[src/rtl/alu_display_pkg.sv]
// Shared types and constants for the ALU result display.
// FSM encoding, 7-segment codes and the double-dabble step.
package alu_display_pkg;

   typedef enum logic [1:0] {
      IDLE    = 2'd0,
      CONVERT = 2'd1,
      UPDATE  = 2'd2
   } state_t;

   localparam int DIGITS = 2;
   localparam int BIN_W  = 6;
   localparam logic [2:0] STEP_LAST = 3'd5;

   // active-low {g,f,e,d,c,b,a}
   localparam logic [6:0] SEG_0     = 7'b1000000;
   localparam logic [6:0] SEG_1     = 7'b1111001;
   localparam logic [6:0] SEG_2     = 7'b0100100;
   localparam logic [6:0] SEG_3     = 7'b0110000;
   localparam logic [6:0] SEG_4     = 7'b0011001;
   localparam logic [6:0] SEG_5     = 7'b0010010;
   localparam logic [6:0] SEG_6     = 7'b0000010;
   localparam logic [6:0] SEG_7     = 7'b1111000;
   localparam logic [6:0] SEG_8     = 7'b0000000;
   localparam logic [6:0] SEG_9     = 7'b0010000;
   localparam logic [6:0] SEG_BLANK = 7'b1111111;

   function automatic logic [3:0] add3(input logic [3:0] d);
      return (d >= 4'd5) ? d + 4'd3 : d;
   endfunction

   // One double-dabble iteration: adjust digits, then shift.
   function automatic logic [13:0] dabble_step(
      input logic [7:0]       bcd,
      input logic [BIN_W-1:0] bin
   );
      logic [7:0] adj;
      adj = {add3(bcd[7:4]), add3(bcd[3:0])};
      return {adj[6:0], bin, 1'b0};
   endfunction

endpackage

[src/rtl/alu_result_display_if.sv]
// Capture bus between the ALU and the result display.
// The master presents result/carry with a load strobe.
interface alu_result_display_if;
   logic [5:0] result;
   logic       carry;
   logic       load;
   logic       busy;

   modport master (
      output result,
      output carry,
      output load,
      input  busy
   );

   modport slave (
      input  result,
      input  carry,
      input  load,
      output busy
   );
endinterface

[src/rtl/alu_result_display_decode.sv]
// Combinational 4-bit digit to active-low 7-segment decoder.
// Codes 10-15 turn every segment off.
module seven_seg_decode
   import alu_display_pkg::*;
(
   input  logic [3:0] digit,
   output logic [6:0] seg_n
);

   always_comb begin
      seg_n = SEG_BLANK;
      unique case (digit)
         4'd0:    seg_n = SEG_0;
         4'd1:    seg_n = SEG_1;
         4'd2:    seg_n = SEG_2;
         4'd3:    seg_n = SEG_3;
         4'd4:    seg_n = SEG_4;
         4'd5:    seg_n = SEG_5;
         4'd6:    seg_n = SEG_6;
         4'd7:    seg_n = SEG_7;
         4'd8:    seg_n = SEG_8;
         4'd9:    seg_n = SEG_9;
         default: seg_n = SEG_BLANK;
      endcase
   end

endmodule

[src/rtl/alu_result_display.sv]
// Captures a 6-bit ALU result, converts it to BCD, scans 2 digits.
// Define ALU_DISPLAY_CARRY_EN to show the carry on the units dp.
module alu_result_display
   import alu_display_pkg::*;
#(
   parameter int REFRESH_BITS = 16
) (
   input  logic              bbclk,
   input  logic              rst,
   alu_result_display_if.slave alu,
   output logic [6:0]        seg_n,
   output logic [DIGITS-1:0] an_n,
   output logic              dp_n
);

   state_t state_q;
   state_t state_d;

   logic [BIN_W-1:0]        bin_q;
   logic [7:0]              bcd_q;
   logic [2:0]              step_q;
   logic [3:0]              tens_q;
   logic [3:0]              units_q;
   logic                    busy_q;
   logic [REFRESH_BITS-1:0] scan_q;

   logic       accept;
   logic       tens_slot;
   logic       tens_zero;
   logic [3:0] digit;

   assign accept = (state_q == IDLE) && alu.load;

   always_ff @(posedge bbclk) begin
      if (rst) state_q <= IDLE;
      else     state_q <= state_d;
   end

   always_comb begin
      state_d = state_q;
      unique case (state_q)
         IDLE:    if (alu.load) state_d = CONVERT;
         CONVERT: if (step_q == STEP_LAST) state_d = UPDATE;
         UPDATE:  state_d = IDLE;
         default: state_d = IDLE;
      endcase
   end

   always_ff @(posedge bbclk) begin
      if (rst) begin
         bin_q   <= '0;
         bcd_q   <= '0;
         step_q  <= '0;
         tens_q  <= '0;
         units_q <= '0;
         busy_q  <= 1'b0;
      end else begin
         busy_q <= (state_q != IDLE);
         if (accept) begin
            bin_q  <= alu.result;
            bcd_q  <= '0;
            step_q <= '0;
         end else if (state_q == CONVERT) begin
            {bcd_q, bin_q} <= dabble_step(bcd_q, bin_q);
            step_q         <= step_q + 3'd1;
         end
         if (state_q == UPDATE) begin
            tens_q  <= bcd_q[7:4];
            units_q <= bcd_q[3:0];
         end
      end
   end

   always_ff @(posedge bbclk) begin
      if (rst) scan_q <= '0;
      else     scan_q <= scan_q + 1'b1;
   end

   assign alu.busy  = busy_q;
   assign tens_slot = scan_q[REFRESH_BITS-1];
   assign tens_zero = (tens_q == 4'd0);

   // A blanked tens slot feeds an out-of-range code so the decoder darkens it.
   always_comb begin
      digit = units_q;
      an_n  = 2'b10;
      if (tens_slot) begin
         digit = tens_zero ? 4'hF : tens_q;
         an_n  = tens_zero ? 2'b11 : 2'b01;
      end
   end

   seven_seg_decode u_decode (
      .digit (digit),
      .seg_n (seg_n)
   );

`ifdef ALU_DISPLAY_CARRY_EN
   logic carry_cap_q;
   logic carry_q;

   always_ff @(posedge bbclk) begin
      if (rst) begin
         carry_cap_q <= 1'b0;
         carry_q     <= 1'b0;
      end else begin
         if (accept)             carry_cap_q <= alu.carry;
         if (state_q == UPDATE)  carry_q     <= carry_cap_q;
      end
   end

   assign dp_n = ~(carry_q & ~tens_slot);
`else
   logic unused_carry;
   assign unused_carry = alu.carry;
   assign dp_n         = 1'b1;
`endif

endmodule

[src/flat_wrapper.sv]
// flat-port wrapper written by rule: the top's interface ports become plain ports
module alu_result_display_flat import alu_display_pkg::*;
#(
   parameter int REFRESH_BITS = 16
)
  (bbclk, rst, seg_n, an_n, dp_n, alu_result, alu_carry, alu_load, alu_busy);
  alu_result_display_if alu_i ();
  input  logic bbclk;
  input  logic rst;
  output logic [6:0] seg_n;
  output logic [DIGITS-1:0] an_n;
  output logic dp_n;
  input wire logic [$bits(alu_i.result)-1:0] alu_result;
  input wire logic [$bits(alu_i.carry)-1:0] alu_carry;
  input wire logic [$bits(alu_i.load)-1:0] alu_load;
  output wire logic [$bits(alu_i.busy)-1:0] alu_busy;
  assign alu_i.result = alu_result;
  assign alu_i.carry = alu_carry;
  assign alu_i.load = alu_load;
  assign alu_busy = alu_i.busy;
  alu_result_display #(.REFRESH_BITS(REFRESH_BITS)) u_core (.bbclk(bbclk), .rst(rst), .alu(alu_i), .seg_n(seg_n), .an_n(an_n), .dp_n(dp_n));
endmodule
[config.mk]
export PLATFORM = sky130hd
export DESIGN_NAME = alu_result_display_flat
export DESIGN_NICKNAME = d
export VERILOG_FILES = /design/src/rtl/alu_display_pkg.sv /design/src/rtl/alu_result_display_if.sv /design/src/rtl/alu_result_display_decode.sv /design/src/rtl/alu_result_display.sv /design/src/flat_wrapper.sv
export SDC_FILE = /design/constraint.sdc
export NUM_CORES = 1
export LEC_CHECK = 0
export ABC_AREA = 1
export ABC_CLOCK_PERIOD_IN_PS = 2900
export CORE_UTILIZATION = 55
export CTS_CLUSTER_DIAMETER = 100
export CTS_CLUSTER_SIZE = 30
export DETAILED_ROUTE_END_ITERATION = 8
export PLACE_DENSITY_LB_ADDON = 0.3
export SYNTH_ARGS = -nofsm -noshare
export SYNTH_HDL_FRONTEND = slang
export SYNTH_HIERARCHICAL = 1
export SYNTH_SLANG_ARGS = --single-unit
[constraint.sdc]
create_clock -name bbclk -period 2.9 [get_ports bbclk]
set_input_delay 0.29 -clock bbclk [delete_from_list [all_inputs] [get_ports bbclk]]
set_output_delay 0.29 -clock bbclk [all_outputs]
set_load 0.02 [all_outputs]
==> run summary, run 1 <==
Mapped Cells: 332
final worst-path cycle share: 92.6%
core footprint: 0.00403 mm²
Yosys reg bits: 44
leakage: 0.00116 µW
die area: 0.00450 mm²
count of final max-slew check failures: 0
top cell type's share of synthesized area: 37.8%
Total Power: 1190 µW
flop-to-flop setup slack: 1490 ps
Seq/Total Area, Yosys: 37.8%
Worst Skew: 7.43 ps
Sink Count: 44
DP Wirelength: 3000 µm
vias in the first global route: 1790
worst path cell trace: nor2_1 -> nand2_1 -> nand2_1 -> o22a_1 -> inv_1 -> ha_1 -> nand2_1 -> nand3_1 -> nand2_1 -> clkdlybuf4s50_1
GR Overflow Total: 0
Hold Vio Cnt, Final: 0
Die H: 67.1 µm
share of post-route cells with drive strength above 1: 8.83%
Final Cell Area: 0.00263 mm²
CTS Hold Bufs: 0
largest net degree at the start of global routing: 23
ANT cells: 0
WL per Instance: 10.6 µm
PortBufs: 18
RSZ-0062 raised after global routing: false
Buf/Inv on CP: 2
post-synthesis instance area: 0.00233 mm²
Max VDD drop: 0.524 mV
CTS tree: done
most frequent CP cell: nand2_1
yosys warns: 6
setup TNS: 0 ps
Synth Net Count: 354
fin nets: 372
first-pass GRT wire length: 7390 µm
clk slew on worst S/H paths: 90 ps
Cell variety after synth: 31
H-tree depth: 2
fmax: 372 MHz
biggest cell delay along the critical path: 590 ps
CP Capture Type: output port
Crit Path Max Fanout: 5
Arrival @ worst endpoint: 2400 ps
post-cts gate resize count: 0
status: complete, no violations
post-route ant nets: 0
final setup fails: 0
pre-CTS setup slack: 538 ps
first-pass detailed-route iteration total: 7
CP max-delay cell: clkdlybuf4s50_1
area delta synth->final: 12.8%
antenna violations before repair: 0
post-layout min period: 2690 ps
CTS Root Cell: clkbuf_8
DRC viols: 0
# rows: 23
synth top area cells: dfxtp_1 38%, nand2_1 14%, inv_1 7.4%, ha_1 6.4%, a21oi_1 6.0%
Yosys top cell by area: dfxtp_1
most common cell in the netlist: nand2_1
CTS max path bufs: 2
Post-synth top flop: dfxtp_1
Critical Path RT: 2610 ps
Post-synth EDFFs: 0
total track usage: 21.5%
Setup Buffers After CTS: 0
Area after DPL: 0.00251 mm²
PwrDens: 454 mW/mm²
Initial DRC Count: 77
list of most frequent post-synthesis cells: 84 x nand2_1, 46 x inv_1, 44 x dfxtp_1
Final Wtd Congestion: 0.788
die span in x: 67.1 µm
Crit path max-delay family: buffers and inverters
Post-synth ARST share: 0%
synthesized area per cell: 7.01 µm²
Hold Path Class: reg -> reg
final WL: 4260 µm
max-cap viol count: 0
initial core utilization: 57.8%
cts bufs inserted: 5
post-route setup slack: 213 ps
I/O pin count: 21
crit start category: register
total vias in the final route: 2027
Skew-Pair Late Insertion Delay: 300 ps
Via-to-Cell Ratio: 5.05
Setup CP Type: reg -> out
-- routing by layer --
| layer | up-vias | routed length, µm | GRT usage [%] |
|---|---|---|---|
| met2 | 33 | 2030 | 36.9 |
| met1 | 914 | 2030 | 25.8 |
| met4 | 0 | 58 | 7.98 |
| met3 | 7 | 137 | 4.62 |
| met5 | - | 0 | 0 |
| li1 | 1073 | - | - |
-- placed cells by master, fill, tap and decap left out, drive strengths merged --
cell / synthesis / final
nand3b: 1 / 1
xnor2: 1 / 1
nand4: 2 / 2
nand3: 23 / 23
inv: 50 / 50
nand2: 89 / 89
and3: 1 / 1
clkinv: 0 / 1
nor2: 44 / 44
buf: 6 / 1
xor2: 3 / 3
dfxtp: 44 / 44
o21a: 1 / 1
ha: 12 / 12
o22a: 4 / 4
nor3: 2 / 2
clkdlybuf4s50: 0 / 18
clkbuf: 2 / 5
clkinvlp: 0 / 1
bufinv: 0 / 1
o21ai: 17 / 17
nor4: 1 / 1
conb: 1 / 1
a21oi: 28 / 28
-- worst paths after layout --
check,depth (start not counted),to,start
setup / recovery,10,seg_n[3],u_core/tens_q[3]
hold reg to reg,1,u_core/scan_q[0],u_core/scan_q[0]
setup reg to reg,10,u_core/bcd_q[1],u_core/bcd_q[0]
hold / removal,1,u_core/scan_q[0],u_core/scan_q[0]
-- per-stage QoR --
stage	hold WS [ps]	util, %	instances
floorplan	367	-	332
global placement	441	62.4	393
detailed placement	456	62.4	393
CTS	475	65.2	401
global route	485	65.2	401
finish	472	65.2	401
-- layout make-up --
class | count | area [µm²]
sequential | 44 | 882
clock buffer | 5 | 68.8
multi-input combinational | 230 | 1190
tap | 50 | 62.6
fill | 373 | 1400
timing repair buffer | 19 | 188
clock inverter | 3 | 42.5
inverter | 50 | 193
-- kinds of logic after synthesis --
kind of cell	Yosys count	share of synthesized area, %
AOI/OAI and AO/OA	50	11.7
xor gates and xnor gates	4	1.50
DFF	44	37.8
and+or+nand+nor	163	31.4
adders and majority gates	12	6.45
buffers and inverters	58	11.0
other	1	0.161
-- sequential cells by signal, indices dropped and copies added (netlist names) --
name             count
u_core/tens_q        4
u_core/step_q        3
u_core/state_q       2
u_core/units_q       4
u_core/bcd_q         8
u_core/alu.busy      1
u_core/bin_q         6
u_core/scan_q       16
-- where the power goes --
group,switching [µW],total [µW],internal (µW)
Sequential,12.2,632,620
Clock,211,466,255
Combinational,58.8,95.7,36.9
Note: power is estimated with default switching activity, not from simulation.
==> run 2: changes to the inputs <==
- ABC_AREA: 1 -> default
- SLEW_MARGIN: default -> 30
==> run summary, run 2 <==
Crit Path Max Fanout: 7 (was 5)
Post-synth ARST share: 0% (unchanged)
registers with the most flip-flops: u_core/scan_q (16), u_core/bcd_q (8), u_core/bin_q (6) (unchanged)
ANT cells: 0 (unchanged)
final setup fails: 0 (unchanged)
Crit path max-delay family: buffers and inverters (unchanged)
commonest non-fill, non-tap cell in the layout: dfxtp_1 (was nand2_1)
die area: 0.00416 mm² (was 0.00450 mm²)
Min Hold Slack: 451 ps (was 472 ps)
sw frac: 23.2% (was 23.6%)
CP Capture Type: output port (unchanged)
most common cell in the netlist: dfxtp_1 (was nand2_1)
GR Overflow Total: 0 (unchanged)
Cell variety after synth: 39 (was 31)
most frequent cells in the layout: 44 x dfxtp_1, 37 x nor2_1, 26 x a21oi_1, 19 x nand2_1, 13 x clkdlybuf4s50_1 (was 84 x nand2_1, 46 x inv_1, 43 x dfxtp_1, 37 x nor2_1, 28 x a21oi_1)
antenna violations before repair: 0 (unchanged)
area delta synth->final: 16.0% (was 12.8%)
first-pass GRT wire length: 6690 µm (was 7390 µm)
worst reg2reg endpoint: u_core/bcd_q[6] (was u_core/bcd_q[1])
fill count: 311 (was 373)
Die H: 64.5 µm (was 67.1 µm)
Pint: 850 µW (was 912 µW)
die span in x: 64.5 µm (was 67.1 µm)
CTS Root Cell: clkbuf_8 (unchanged)
I/O pin count: 21 (unchanged)
DP Wirelength: 2630 µm (was 3000 µm)
first-pass detailed-route iteration total: 4 (was 7)
Sink Count: 44 (unchanged)
Yosys top cell by area: dfxtp_1 (unchanged)
synthesized area per cell: 8.45 µm² (was 7.01 µm²)
largest net degree at the start of global routing: 24 (was 23)
yosys warns: 6 (unchanged)
max-cap viol count: 0 (unchanged)
Critical Path RT: 2610 ps (about the same)
list of most frequent post-synthesis cells: 44 x dfxtp_1, 37 x nor2_1, 26 x a21oi_1 (was 84 x nand2_1, 46 x inv_1, 44 x dfxtp_1)
Hold Vio Cnt, Final: 0 (unchanged)
core footprint: 0.00369 mm² (was 0.00403 mm²)
share of post-route cells with drive strength above 1: 8.42% (was 8.83%)
reg2reg start: u_core/bcd_q[4] (was u_core/bcd_q[0])
Crit. Startpoint: u_core/tens_q[2] (was u_core/tens_q[3])
crit start category: register (unchanged)
Final Wtd Congestion: 0.795 (was 0.788)
Slew @ Worst Pin: 519 ps
post-route setup slack: 111 ps (was 213 ps)
CTS tree: done (unchanged)
total vias in the final route: 1776 (was 2027)
net switching power: 257 µW (was 282 µW)
H-tree depth: 2 (unchanged)
cell depth of the worst setup path: 7 (was 10)
clock power share: 35.3% (was 39.0%)
top cell type's share of synthesized area: 41.0% (was 37.8%)
worst path cell trace: o41ai_4 -> buf_4 -> o22a_1 -> inv_1 -> nor3_4 -> nor2_1 -> clkdlybuf4s50_1 (was nor2_1 -> nand2_1 -> nand2_1 -> o22a_1 -> inv_1 -> ha_1 -> nand2_1 -> nand3_1 -> nand2_1 -> clkdlybuf4s50_1)
Max VDD drop: 0.542 mV (was 0.524 mV)
synth top area cells: dfxtp_1 41%, ha_1 7.0%, nor2_1 6.5%, a21oi_1 6.1%, nand2_1 3.3% (was dfxtp_1 38%, nand2_1 14%, inv_1 7.4%, ha_1 6.4%, a21oi_1 6.0%)
post-layout min period: 2790 ps (was 2690 ps)
status: complete, no violations (unchanged)
count of final max-slew check failures: 0 (unchanged)
max FFs per register: 16 (unchanged)
Yosys reg bits: 44 (unchanged)
setup TNS: 0 ps (unchanged)
CTS Hold Bufs: 0 (unchanged)
Buf/Inv on CP: 3 (was 2)
CP max-delay cell: clkdlybuf4s50_1 (unchanged)
Post-synth EDFFs: 0 (unchanged)
Arrival @ worst endpoint: 2500 ps (was 2400 ps)
Initial DRC Count: 50 (was 77)
CTS max path bufs: 2 (unchanged)
initial core utilization: 58.2% (was 57.8%)
Hold Path Class: reg -> reg (unchanged)
pre-CTS setup slack: 246 ps (was 538 ps)
cts bufs inserted: 5 (unchanged)
most flop-heavy register: u_core/scan_q (unchanged)
Synth Net Count: 276 (was 354)
relative slew slack: 65.4%
FF-to-FF path depth: 6 (was 10)
Via-to-Cell Ratio: 5.53 (was 5.05)
crit path to: seg_n[5] (was seg_n[3])
fin nets: 294 (was 372)
Seq/Total Area, Yosys: 41.0% (was 37.8%)
post-synthesis instance area: 0.00215 mm² (was 0.00233 mm²)
vias in the first global route: 1549 (was 1790)
Skew-Pair Late Insertion Delay: 290 ps (was 300 ps)
Setup CP Type: reg -> out (unchanged)
post-route ant nets: 0 (unchanged)
Comb power frac: 7.7% (was 8.0%)
clk slew on worst S/H paths: 80 ps (was 90 ps)
flop-to-flop setup slack: 1290 ps (was 1490 ps)
# rows: 22 (was 23)
sequential power share: 57.1% (was 52.9%)
fmax: 359 MHz (was 372 MHz)
biggest cell delay along the critical path: 530 ps (was 590 ps)
PwrDens: 445 mW/mm² (was 454 mW/mm²)
PortBufs: 18 (unchanged)
leakage: 0.000993 µW (was 0.00116 µW)
final worst-path cycle share: 96.2% (was 92.6%)
WL per Instance: 12.1 µm (was 10.6 µm)
final WL: 3890 µm (was 4260 µm)
Worst Skew: 8.80 ps (was 7.43 ps)
Post-synth top flop: dfxtp_1 (unchanged)
Mapped Cells: 254 (was 332)
total track usage: 20.3% (was 21.5%)
DRC viols: 0 (unchanged)
## run 2: cell count changes after synthesis, moves of 5 or more
cell      change
nand2b_1      +8
nand3_1      -13
a22oi_1       +5
clkbuf_1      +7
xnor2_1       +7
inv_1        -37
nand2_1      -65
mux2i_1       +5
## run 2: through the flow
step | power, µW | cells | cell area, µm² | utilization, %
CTS | 1120 | 320 | 2470 | 66.9
finish | 1110 | 321 | 2490 | 67.5
global route | 1160 | 321 | 2490 | 67.5
floorplan | 701 | 254 | 2150 | -
global placement | 728 | 312 | 2360 | 64.0
detailed placement | 730 | 312 | 2360 | 64.0
## run 2: logic make-up (layout without fill, tap and decap cells)
logic type / Yosys count / after routing / share of synthesized area (%)
compound gates: 57 / 57 / 15.9
xor+xnor: 12 / 12 / 4.90
fa+ha+maj: 12 / 12 / 7.00
buf+inv: 23 / 42 / 5.13
flops: 44 / 44 / 41.0
mux: 7 / 7 / 3.38
other cells: 1 / 1 / 0.175
simple gates: 98 / 98 / 22.4
## run 2: area by class of cell
cell class | count | area (µm²) | share of cell area [%]
flip-flops and latches | 44 | 881 | 35.4
well taps | 48 | 60.1 | 2.41
clock inverters | 1 | 7.51 | 0.302
clock buffers | 7 | 86.3 | 3.47
inverters | 9 | 33.8 | 1.36
multi-input cells | 187 | 1170 | 47.2
repair buffers | 25 | 245 | 9.85
## run 2: metal layers
| metal | part of all wire (%) | up-vias | global-route usage, % |
|---|---|---|---|
| met3 | 3.8 | 2 | 4.75 |
| met4 | 0.51 | 0 | 6.67 |
| met2 | 46 | 36 | 31.7 |
| met5 | 0 | - | 0 |
| li1 | - | 913 | - |
| met1 | 50 | 825 | 27.5 |
## run 2: timing repair
item	in CTS	in global routing
endpoints found under the hold margin	0	0
buffers inserted	0	1
resized for setup	1	6
setup endpoints to repair	3	5
pin swaps	0	3
cloned	0	0
## run 2: how the worst min path moves through the flow
stage / from / endpoint / cells past startpoint
3_5_place_dp: u_core/scan_q[0] / u_core/scan_q[0] / 1
2_1_floorplan: u_core/scan_q[0] / u_core/scan_q[0] / 1
3_3_place_gp: u_core/scan_q[0] / u_core/scan_q[0] / 1
4_1_cts: u_core/scan_q[0] / u_core/scan_q[0] / 1
5_1_grt: u_core/bin_q[4] / u_core/bin_q[4] / 2
6_report: u_core/scan_q[0] / u_core/scan_q[0] / 1
## run 2: power groups by stage
stage | combinational (µW) | clock (µW) | sequential, µW
after floorplan | 57.1 | 0 | 644
after global placement | 82.9 | 0 | 645
after detailed placement | 84.5 | 0 | 646
after CTS | 85.2 | 404 | 631
after global routing | 94.9 | 429 | 634
final | 84.8 | 390 | 631
## run 2: worst register-to-register path, cell delays in order, from the launching register on
cell,delay (ps)
dfxtp_1,330
inv_1,120
ha_1,210
nand2b_1,70
a21oi_1,250
mux2_2,370
o31ai_1,190
